[src/rtl/mem_access_unit.sv]
// mem_access_unit
//   Load/store sequencer between the EX/MEM pipeline register and dataMemory.
//   Takes one byte-addressed request at a time (byte/half/word/doubleword).
//   Loads return little-endian lanes, sign- or zero-extended. Sub-doubleword
//   stores use a read-modify-write sequence. Each request ends with one response.
//
// Ports
//   clk, reset         single clock; synchronous active-high reset
//   req_valid/ready    request handshake; ready only while idle
//   req_write          1 = store, 0 = load
//   req_size           0 byte, 1 half, 2 word, 3 doubleword
//   req_signed         load extension select (ignored for doubleword)
//   req_addr           byte address
//   req_wdata          store data, low (8 << size) bits used
//   resp_valid/ready   response handshake; response held until accepted
//   resp_rdata         extended load data, zero for stores and errors
//   resp_err           misaligned request, memory untouched
//   Addr               doubleword index to dataMemory
//   writeData          write data to dataMemory
//   memWrite, memRead  dataMemory strobes (never asserted while reset is high)
//   readData           combinational read data from dataMemory
module mem_access_unit #(
    parameter int ADDR_W = 13,
    parameter int DATA_W = 64
) (
    input  logic                clk,
    input  logic                reset,
    input  logic                req_valid,
    output logic                req_ready,
    input  logic                req_write,
    input  logic [1:0]          req_size,
    input  logic                req_signed,
    input  logic [ADDR_W-1:0]   req_addr,
    input  logic [DATA_W-1:0]   req_wdata,
    output logic                resp_valid,
    input  logic                resp_ready,
    output logic [DATA_W-1:0]   resp_rdata,
    output logic                resp_err,
    output logic [ADDR_W-4:0]   Addr,
    output logic [DATA_W-1:0]   writeData,
    output logic                memWrite,
    output logic                memRead,
    input  logic [DATA_W-1:0]   readData
);

    typedef enum logic [2:0] {
        IDLE   = 3'd0,
        LD_RD  = 3'd1,
        ST_WR  = 3'd2,
        RMW_RD = 3'd3,
        RMW_WR = 3'd4,
        RESP   = 3'd5
    } state_t;

    state_t              state_r;
    state_t              state_next_s;
    logic                misaligned_s;

    logic [1:0]          size_r;
    logic                signed_r;
    logic [2:0]          offset_r;
    logic [DATA_W-1:0]   wdata_r;
    logic [ADDR_W-4:0]   addr_r;
    logic [DATA_W-1:0]   write_data_r;
    logic [DATA_W-1:0]   resp_rdata_r;
    logic                resp_err_r;
    logic                resp_valid_r;
    logic                req_ready_r;
    logic                mem_read_r;
    logic                mem_write_r;

    // An access is misaligned when any address bit below its natural size is set.
    function automatic logic is_misaligned(input logic [2:0] addr_low, input logic [1:0] size);
        logic result;
        case (size)
            2'd0:    result = 1'b0;
            2'd1:    result = (addr_low[0] != 1'b0);
            2'd2:    result = (addr_low[1:0] != 2'b00);
            default: result = (addr_low != 3'b000);
        endcase
        return result;
    endfunction

    // Bit mask covering the low (8 << size) bits.
    function automatic logic [63:0] lane_mask(input logic [1:0] size);
        logic [63:0] mask;
        case (size)
            2'd0:    mask = 64'h0000_0000_0000_00FF;
            2'd1:    mask = 64'h0000_0000_0000_FFFF;
            2'd2:    mask = 64'h0000_0000_FFFF_FFFF;
            default: mask = 64'hFFFF_FFFF_FFFF_FFFF;
        endcase
        return mask;
    endfunction

    // Pull the little-endian lane at the byte offset out of a doubleword and extend it.
    function automatic logic [63:0] extract_lane(input logic [63:0] word, input logic [2:0] offset,
                                                 input logic [1:0] size, input logic sign_ext);
        logic [63:0] shifted;
        logic [63:0] result;
        shifted = word >> {offset, 3'b000};
        case (size)
            2'd0:    result = {{56{sign_ext & shifted[7]}},  shifted[7:0]};
            2'd1:    result = {{48{sign_ext & shifted[15]}}, shifted[15:0]};
            2'd2:    result = {{32{sign_ext & shifted[31]}}, shifted[31:0]};
            default: result = shifted;
        endcase
        return result;
    endfunction

    // Replace the target lane of the old doubleword with the low store bits; other bytes keep their value.
    function automatic logic [63:0] merge_lane(input logic [63:0] old_word, input logic [63:0] new_data,
                                               input logic [2:0] offset, input logic [1:0] size);
        logic [63:0] mask;
        logic [5:0]  shift;
        mask  = lane_mask(size);
        shift = {offset, 3'b000};
        return (old_word & ~(mask << shift)) | ((new_data & mask) << shift);
    endfunction

    assign misaligned_s = is_misaligned(req_addr[2:0], req_size);

    // State register.
    always_ff @(posedge clk) begin
        if (reset) begin
            state_r <= IDLE;
        end else begin
            state_r <= state_next_s;
        end
    end

    // Next-state logic; a request is taken only from IDLE.
    always_comb begin
        state_next_s = state_r;
        case (state_r)
            IDLE: begin
                if (req_valid) begin
                    if (misaligned_s) begin
                        state_next_s = RESP;
                    end else if (!req_write) begin
                        state_next_s = LD_RD;
                    end else if (req_size == 2'd3) begin
                        state_next_s = ST_WR;
                    end else begin
                        state_next_s = RMW_RD;
                    end
                end else begin
                    state_next_s = IDLE;
                end
            end
            LD_RD:  state_next_s = RESP;
            ST_WR:  state_next_s = RESP;
            RMW_RD: state_next_s = RMW_WR;
            RMW_WR: state_next_s = RESP;
            RESP: begin
                if (resp_ready) begin
                    state_next_s = IDLE;
                end else begin
                    state_next_s = RESP;
                end
            end
            default: state_next_s = IDLE;
        endcase
    end

    // Request latch, merge buffer, response data and registered strobes that follow the next state.
    always_ff @(posedge clk) begin
        if (reset) begin
            size_r       <= 2'd0;
            signed_r     <= 1'b0;
            offset_r     <= 3'd0;
            wdata_r      <= '0;
            addr_r       <= '0;
            write_data_r <= '0;
            resp_rdata_r <= '0;
            resp_err_r   <= 1'b0;
            resp_valid_r <= 1'b0;
            req_ready_r  <= 1'b1;
            mem_read_r   <= 1'b0;
            mem_write_r  <= 1'b0;
        end else begin
            req_ready_r  <= (state_next_s == IDLE);
            resp_valid_r <= (state_next_s == RESP);
            mem_read_r   <= (state_next_s == LD_RD) || (state_next_s == RMW_RD);
            mem_write_r  <= (state_next_s == ST_WR) || (state_next_s == RMW_WR);
            case (state_r)
                IDLE: begin
                    if (req_valid) begin
                        size_r       <= req_size;
                        signed_r     <= req_signed;
                        offset_r     <= req_addr[2:0];
                        wdata_r      <= req_wdata;
                        addr_r       <= req_addr[ADDR_W-1:3];
                        // Doubleword stores write straight from the request; sub-doubleword
                        // stores overwrite this with the merged word one cycle later.
                        write_data_r <= req_wdata;
                        resp_rdata_r <= '0;
                        resp_err_r   <= misaligned_s;
                    end
                end
                LD_RD: begin
                    resp_rdata_r <= extract_lane(readData, offset_r, size_r,
                                                 signed_r & (size_r != 2'd3));
                end
                RMW_RD: begin
                    write_data_r <= merge_lane(readData, wdata_r, offset_r, size_r);
                end
                default: begin
                    write_data_r <= write_data_r;
                end
            endcase
        end
    end

    assign req_ready  = req_ready_r;
    assign resp_valid = resp_valid_r;
    assign resp_rdata = resp_rdata_r;
    assign resp_err   = resp_err_r;
    assign Addr       = addr_r;
    assign writeData  = write_data_r;
    // Strobes are masked by reset so memory is never touched in a reset cycle.
    assign memRead    = mem_read_r & ~reset;
    assign memWrite   = mem_write_r & ~reset;

endmodule

[config.mk]
export PLATFORM = sky130hd
export DESIGN_NAME = mem_access_unit
export DESIGN_NICKNAME = d
export VERILOG_FILES = /design/src/rtl/mem_access_unit.sv
export SDC_FILE = /design/constraint.sdc
export NUM_CORES = 1
export LEC_CHECK = 0
export CAP_MARGIN = 5
export CORE_UTILIZATION = 30
export CTS_BUF_LIST = sky130_fd_sc_hd__clkbuf_2
export DETAILED_ROUTE_END_ITERATION = 10
export SLEW_MARGIN = 20
export SYNTH_ARGS = -nofsm -noshare
export SYNTH_HDL_FRONTEND = slang
export SYNTH_SLANG_ARGS = --single-unit
[constraint.sdc]
create_clock -name clk -period 2.6 [get_ports clk]
set_clock_uncertainty 0.15 [all_clocks]
set_input_delay 0.26 -clock clk [delete_from_list [all_inputs] [get_ports clk]]
set_output_delay 0.26 -clock clk [all_outputs]
set_load 0.02 [all_outputs]
==> results_dict.tcl, run 1 <==
set metrics [dict create \
    synth.yosys.seq_area_share_pct 36.9 \
    stdcell_area_um2 17300 \
    syn_to_final_growth_pct 47.3 \
    cellLeakagePower_nw 6.26 \
    yosys-top-cells-area "dfxtp_1 (37%), nand2_1 (9.6%), a21oi_1 (7.2%)" \
    dieArea_um2 39800 \
    io_pins 292 \
    startpoint "size_r[1]" \
    setup_tns_ps 0 \
    synth_nets 1623 \
    cts_setup_buffers 0 \
    start_util_pct 30.4 \
    routed_wirelength_mm 57.4 \
    syn_avg_cell_area_um2 7.95 \
    core_area_um2 38600 \
    status "finished clean" \
    cts.reportedPaths.clkPinSlew_ps 110 \
    clock-sinks 216 \
    synth_edf_count 0 \
    globalRouteTotalUtil_pct 28.0 \
    root_buffer "clkbuf_2" \
    min_period_over_period_pct 100 \
    ys_warn_count 0 \
    reg2reg_from "size_r[1]" \
    yosys.area.top_type "dfxtp_1" \
    cts_buffers 58 \
    synthFlopType "dfxtp_1" \
    wl_met2_mm 25.5 \
    syn_area_um2 11700 \
    hp-start "readData[55]" \
    finalNetCount 2039 \
    synth_commonest_cells "nand2_1 (301), dfxtp_1 (216), a21oi_1 (169)" \
    hold_viol 0 \
    vias 13700 \
    grt_pass1_vias 13000 \
    endpoint_kind "flip-flop" \
    clockBufferDepth 3 \
    async_reset_ff_share_pct 0 \
    finalSetupViolCount 0 \
    max_cap_viol_count 0 \
    yosysTopAreaCellShare_pct 36.9 \
    drcViolationCount 0 \
    max_clock_freq_mhz 385 \
    start_kind "flip-flop" \
    synth_cell_type_count 60 \
    ir_drop_v 0.000243 \
    gp_congestion 0.997 \
    highest_layer "met5" \
    drtAntennaViolNets 0 \
    antenna_found_initial 9 \
    crit_end "writeData[60]" \
    yosysMostFrequentCell "nand2_1" \
    crit_fanout 10 \
    detail_route.wl_per_cell_um 23.3 \
    m1WireLength_mm 24.7 \
    viasPerCell 5.58 \
    die_h_um 200 \
    crit_arrival_ps 3190 \
    die_x_um 200 \
    rr_endpoint "writeData[60]" \
    fin_crit_ps 2600 \
    wl_met3_mm 4.74 \
    htree_levels 2 \
    row_count 72 \
    p_per_area_nw_per_um2 534 \
    n_fill_cell 3909 \
    min_path_type "primary input to flip-flop" \
    hpwl_mm 43.7 \
    r2r_slack_ps 0.6 \
    grt_pass1_wl_mm 82.5 \
    critPathKind "flip-flop to flip-flop" \
    grt_max_degree 56 \
    clock_latency_ps 860 \
    firstDrtPassIters 7 \
    worstMarginPinSlew_ps 1130 \
    synth_seq_cells 216 \
    syn_inst 1474 \
    final_util_pct 44.8 \
    drive_gt1_share_pct 15.2 \
    drv_slew 0 \
    portBuffers 291 \
    place_area_um2 15800 \
    drt-initial-drc-count 1177 \
    grt_overflow 0 \
    cts_tree "yes" \
    critical_path_required_ps 3190 \
    relSlewSlack_pct 24.3 \
    reg2reg_depth 5 \
]
power by group:
part / total [mW] / internal, mW / switching, mW
Combinational: 3.04 / 1.32 / 1.72
Sequential: 3.80 / 3.55 / 0.248
Clock: 2.37 / 0.884 / 1.49
sequential cells by signal, indices dropped and copies added (netlist names):
signal       count
resp_rdata      64
writeData       64
state_r          3
wdata_r         64
signed_r         1
offset_r         3
mem_read_r       1
req_ready        1
Addr            10
mem_write_r      1
resp_valid       1
size_r           2
resp_err         1
worst max-delay path: stages, from the launching register on:
cell and delay [ps]:
dfxtp_1 500, or2_2 490, a31oi_1 550, o21ai_0 290, o21ai_0 350, a221oi_1 150
cells in the final DEF (no fill, tap or decap), drive strengths merged, types with 22 or more instances in the layout:
cell / synthesis / routed
nand2: 301 / 301
clkdlybuf4s50: 0 / 290
dfxtp: 216 / 216
a21oi: 170 / 170
buf: 44 / 121
o21ai: 100 / 100
clkbuf: 97 / 85
dlygate4sd3: 0 / 85
nor2: 57 / 57
mux2i: 50 / 50
mux2: 40 / 40
nand3: 36 / 36
o22ai: 36 / 36
a21boi: 34 / 34
a221oi: 29 / 29
a221o: 22 / 22
clkinv: 0 / 22
final cells by class:
class | instances | area (µm²) | area share [%]
antenna | 8 | 20.0 | 0.116
clock buffer | 85 | 425 | 2.47
clock inverter | 22 | 91.3 | 0.529
inverter | 10 | 37.5 | 0.218
multi-input combinational | 1108 | 6840 | 39.6
sequential | 216 | 4330 | 25.1
tap | 518 | 648 | 3.76
timing repair buffer | 496 | 4860 | 28.2
routing by layer:
metal | vias up | global-route usage [%]
met4 | 2 | 12.7
met5 | - | 0
li1 | 6291 | -
met1 | 6557 | 37.4
met2 | 753 | 44.0
met3 | 130 | 4.44
worst min path at each step:
stage	endpoint	slack [ps]	depth (start not counted)
finish	writeData[55]	80	4
global route	writeData[12]	60	4
CTS	writeData[55]	3	4
detailed placement	resp_rdata[41]	300	2
global placement	resp_rdata[35]	290	2
floorplan	wdata_r[33]	250	2
per-stage QoR:
step / setup WS (ps) / hold slack (ps) / cells / power, mW
detailed placement: -203 / 295 / 2262 / 6.73
finish: 0.613 / 83.5 / 2463 / 9.22
CTS: 91.3 / 3.34 / 2454 / 9.23
global route: -1.21 / 56.6 / 2460 / 9.65
global placement: -191 / 290 / 2262 / 6.71
floorplan: 395 / 246 / 1474 / 5.29
logic make-up (layout without fill, tap and decap cells):
group / Yosys count / in the layout / share of synthesized area [%]
other: 0 / 8 / 0
and+or+nand+nor: 468 / 468 / 17.1
muxes: 104 / 104 / 10.8
AOI/OAI and AO/OA: 535 / 536 / 29.9
DFF: 216 / 216 / 36.9
buffers and inverters: 151 / 613 / 5.28
what timing repair did:
action / CTS / global route
setup endpoints to repair: 0 / 30
hold endpoints to repair: 149 / 0
resized for setup: 0 / 4
hold buffers: 85 / 0
Power figures use the tool's default switching activity.
==> run 2: changes to the inputs <==
Settings changed: CORE_UTILIZATION 30 to 40, GPL_TIMING_DRIVEN set to 1, PLACE_DENSITY set to 0.67.
==> run 2 against run 1 <==
Clock power shrank 5%. Die area shrank 25%. Sequential power is essentially flat. Sequential share of layout area grew 0.63 points. Non-clock buffer count shrank 15. Clock-buffer cell count shrank 14. Critical path depth grew 1.
==> results_dict.tcl, run 2 (same netlist as run 1, synthesis figures left out) <==
set metrics [dict create \
    status "finished clean" \
    reg2reg_depth 6 \
    critical_path_required_ps 3150 \
    drcViolationCount 0 \
    worst_path_max_delay_cell "dfxtp_4" \
    row_count 62 \
    cellLeakagePower_nw 6.14 \
    vias 13600 \
    grt_overflow 0 \
    drt-initial-drc-count 1397 \
    grt_pass1_vias 13200 \
    drtAntennaViolNets 0 \
    whs_endpoint "req_ready" \
    start_util_pct 40.7 \
    p_sw_mw 3.40 \
    portBuffers 291 \
    cellInternalPower_mw 5.59 \
    grt_pass1_wl_mm 80.4 \
    htree_levels 2 \
    cts_tree "yes" \
    slowest_delay_ps 540 \
    max_cap_viol_count 0 \
    clockBufferDepth 3 \
    hold_viol 0 \
    min_period_over_period_pct 96.4 \
    pre_cts_ws_ps -190 \
    crit_path_cell_trace "buf_4 -> mux2_2 -> a32oi_1 -> o22ai_1 -> a21oi_1 -> o22ai_1" \
    place_area_um2 15500 \
    relSlewSlack_pct 28.2 \
    final_common_cell "nand2_1" \
    worstMarginPinSlew_ps 1070 \
    layout_common_cells "nand2_1 (300), clkdlybuf4s50_1 (290), dfxtp_1 (213)" \
    globalRouteTotalUtil_pct 34.9 \
    dieArea_um2 30000 \
    crit_arrival_ps 3060 \
    r2r_slack_ps 90 \
    rsz0062_at_grt "no" \
    combinationalPowerShare_pct 32.8 \
    routed_wirelength_mm 53.6 \
    critPathKind "flip-flop to flip-flop" \
    hpwl_mm 40.2 \
    sw_frac_of_total_pct 37.8 \
    syn_to_final_growth_pct 43.7 \
    crit_top_cell "o22ai_1" \
    grt_busiest_layer "met2" \
    worst_slack_ps 94.8 \
    die_x_um 173 \
    gp_congestion 0.983 \
    use_met2_pct 54.5 \
    cts.reportedPaths.clkPinSlew_ps 110 \
    ir_drop_v 0.000286 \
    clock-sinks 216 \
    path_buf_inv 1 \
    detail_route.wl_per_cell_um 23.3 \
    rr_endpoint "writeData[47]" \
    seqPwrFrac_pct 42.2 \
    power_mw 8.99 \
    whs_path_depth 4 \
    reg2reg_from "offset_r[0]" \
    clock_latency_ps 870 \
    fin_crit_ps 2510 \
    min_path_type "primary input to flip-flop" \
    stdcell_area_um2 16800 \
    core_area_um2 28800 \
    finalNetCount 2020 \
    die_h_um 173 \
    io_pins 292 \
    p_clk_share_pct 25.0 \
    finalSetupViolCount 0 \
    crit_fanout 20 \
    crit_family "compound AO/OA/AOI/OAI gates" \
    max_clock_freq_mhz 399 \
    endpoint_kind "flip-flop" \
    root_buffer "clkbuf_2" \
    antenna_found_initial 2 \
    start_kind "flip-flop" \
    p_per_area_nw_per_um2 534 \
    cts_buffers 55 \
    met1_usage_pct 45.6 \
    firstDrtPassIters 7 \
    drv_slew 0 \
    drive_gt1_share_pct 14.0 \
    hp-start "req_valid" \
    grt_max_degree 86 \
    grtUsageMet3_pct 6.79 \
    setup_tns_ps 0 \
    viasPerCell 5.91 \
    cts_setup_buffers 0 \
]
[run 2: cell count changes in the layout (fill, tap and decap cells not counted), moves of 2 or more]
cell / before / now
buf_12: 16 / 12
buf_4: 105 / 97
clkbuf_2: 85 / 71
clkinv_1: 15 / 19
clkinv_2: 7 / 10
diode_2: 8 / 1
dlygate4sd3_1: 85 / 82
o21ai_1: 5 / 7
[run 2: layer usage]
| layer | up-vias | part of all wire [%] |
|---|---|---|
| li1 | 6224 | - |
| met1 | 6416 | 41 |
| met2 | 783 | 44 |
| met3 | 163 | 8.8 |
| met4 | 2 | 5.6 |
| met5 | - | 0.017 |
[run 2: layout make-up]
cell class              instances  area [µm²]
diodes                          1        2.50
flip-flops and latches        216        4330
repair buffers                481        4690
clock buffers                  71         355
clock inverters                30         125
fillers                      2667       11900
well taps                     384         480
multi-input cells            1107        6810
inverters                      10        37.5
[run 2: how the worst max path moves through the flow]
stage / startpoint / slack (ps) / to / cells past startpoint
6_report: offset_r[0] / 90 / writeData[47] / 6
5_1_grt: offset_r[1] / 20 / resp_rdata[41] / 6
4_1_cts: offset_r[0] / 140 / writeData[31] / 6
3_5_place_dp: readData[31] / -190 / resp_rdata[63] / 6
3_3_place_gp: readData[31] / -110 / resp_rdata[63] / 6
2_1_floorplan: offset_r[1] / 390 / resp_rdata[16] / 7
[run 2: tightest hold or removal path: stages]
cell             delay, ps
clkdlybuf4s50_1        430
buf_4                  160
inv_1                   50
a211o_1                110
[run 2: power by group through the flow]
stage | clock (mW) | sequential [mW] | combinational, mW
after floorplan | 0 | 3.92 | 1.37
after global placement | 0 | 3.86 | 2.77
after detailed placement | 0 | 3.86 | 2.78
after CTS | 2.28 | 3.78 | 2.89
after global routing | 2.47 | 3.82 | 3.11
final | 2.25 | 3.80 | 2.95
[run 2: metrics by stage]
stage | hold slack, ps | util (%) | std cells
2_1_floorplan | 246 | - | 1474
3_3_place_gp | 286 | 54.0 | 2116
3_5_place_dp | 298 | 54.0 | 2116
4_1_cts | 28.2 | 58.5 | 2299
5_1_grt | 48.4 | 58.5 | 2300
6_report | 55.8 | 58.5 | 2300
[run 2: what timing repair did]
| action | CTS | global route |
|---|---|---|
| endpoints found under the setup margin | 0 | 1 |
| hold buffers | 82 | 0 |
| hold endpoints to repair | 187 | 0 |
| gates resized for setup | 0 | 1 |
==> run 3: changes to the inputs <==
Settings changed: GPL_ROUTABILITY_DRIVEN set to 0.
==> run 3 against run 2 <==
Power fell by 0.35%. Fmax fell by 2.9%. Sequential cell count did not move. Design area fell by 0.44%. Critical path depth did not move. Register-to-register slack got worse by 70 ps. Wire length fell by 3.6%. Critical path type unchanged. Critical endpoint is now writeData[27]. Largest cell class unchanged.
==> results_dict.tcl, run 3 (same netlist as run 1, synthesis figures left out) <==
set metrics [dict create \
    worst_slack_ps 20.2 \
    cts_tree "yes" \
    finalSetupViolCount 0 \
    grt_max_degree 77 \
    layout_common_cells "nand2_1 (300), clkdlybuf4s50_1 (290), dfxtp_1 (213)" \
    max_cap_viol_count 0 \
    core_area_um2 28800 \
    ir_drop_v 0.000300 \
    htree_levels 2 \
    dp.cells 2110 \
    grt_pass1_wl_mm 77.7 \
    final_common_cell "nand2_1" \
    setup_tns_ps 0 \
    portBuffers 291 \
    cts.reportedPaths.clkPinSlew_ps 100 \
    endpoint_kind "flip-flop" \
    cellLeakagePower_nw 6.08 \
    routed_wirelength_mm 51.7 \
    firstDrtPassIters 7 \
    clock_latency_ps 880 \
    hold_viol 0 \
    viasPerCell 6.00 \
    root_buffer "clkbuf_2" \
    crit_arrival_ps 3160 \
    cts_buffers 57 \
    row_count 62 \
    pre_cts_ws_ps -152 \
    start_kind "flip-flop" \
    grt_pass1_vias 13000 \
    min_period_over_period_pct 99.2 \
    finalNetCount 2017 \
    status "finished clean" \
    detail_route.wl_per_cell_um 22.6 \
    vias 13700 \
    globalRouteTotalUtil_pct 33.5 \
    die_x_um 173 \
    hpwl_mm 38.6 \
    n_fill_cell 2602 \
    antenna_found_initial 3 \
    critPathKind "flip-flop to flip-flop" \
    clock-sinks 216 \
    io_pins 292 \
    min_path_type "primary input to flip-flop" \
    syn_to_final_growth_pct 43.1 \
    max_clock_freq_mhz 388 \
    stdcell_count 2292 \
    dieArea_um2 30000 \
    critical_path_required_ps 3180 \
    drv_slew 0 \
    fin_crit_ps 2580 \
    drt-initial-drc-count 1591 \
    worstMarginPinSlew_ps 1070 \
    rsz0062_at_grt "yes" \
    final_util_pct 58.2 \
    drcViolationCount 0 \
    relSlewSlack_pct 28.6 \
    die_h_um 173 \
    cts_setup_buffers 0 \
    drtAntennaViolNets 0 \
    start_util_pct 40.7 \
    p_per_area_nw_per_um2 535 \
    clockBufferDepth 3 \
    grt_overflow 0 \
    drive_gt1_share_pct 13.7 \
    crit_fanout 34 \
]
## run 3: changes by cell type in the layout (fill, tap and decap cells not counted), sizes merged
| cell | before | now |
|---|---|---|
| clkbuf | 71 | 76 |
| diode | 1 | 2 |
| clkinv | 29 | 18 |
| buf | 109 | 103 |
| dlygate4sd3 | 82 | 83 |
| clkinvlp | 0 | 1 |
| inv | 11 | 12 |
## run 3: metal layers
metal / vias up / routed length, µm / global-route usage, %
met5: - / 13 / 0
met4: 2 / 2920 / 19.1
met3: 183 / 5660 / 8.91
met2: 918 / 22400 / 50.3
met1: 6427 / 20700 / 43.5
li1: 6219 / - / -
## run 3: worst max-delay path, cell delays in order, from the launching register on
cell and delay, ps:
dfxtp_4 520, buf_12 240, inv_2 160, a31oi_1 460
o21ai_0 310, a22oi_1 420, o22ai_1 160
## run 3: where the power goes
group	leakage, nW	total (mW)	switching (mW)	internal (mW)
combinational	3.97	2.92	1.66	1.26
clock	0.357	2.24	1.45	0.797
sequential	1.76	3.80	0.245	3.55
## run 3: timing repair
action,4_1_cts,5_1_grt
hold buffers,83,0
setup endpoints to repair,0,12
resized for setup,0,4
endpoints found under the hold margin,184,0
## run 3: worst paths after layout
| path | from | to | slack [ps] | cells past startpoint |
|---|---|---|---|---|
| setup / recovery | offset_r[0] | writeData[27] | 20 | 6 |
| hold / removal | readData[17] | writeData[17] | 70 | 3 |
| hold reg to reg | Addr[8] | Addr[8] | 310 | 2 |
| setup reg to reg | offset_r[0] | writeData[27] | 20 | 6 |
## run 3: stage by stage
stage               hold WS, ps  cell area (µm²)  power [mW]
floorplan                   246            11700        5.29
global placement            288            15400        6.57
detailed placement          294            15400        6.59
CTS                        16.7            16700        8.90
global route               45.1            16800        9.32
finish                     69.3            16800        8.96
## run 3: final cells by class
cell class / count / area [µm²] / share of cell area, %
sequential: 216 / 4330 / 25.8
tap: 384 / 480 / 2.87
timing repair buffer: 476 / 4630 / 27.6
clock inverter: 21 / 85.1 / 0.508
clock buffer: 76 / 380 / 2.27
multi-input combinational: 1107 / 6810 / 40.7
inverter: 10 / 37.5 / 0.224
antenna: 2 / 5.00 / 0.0299
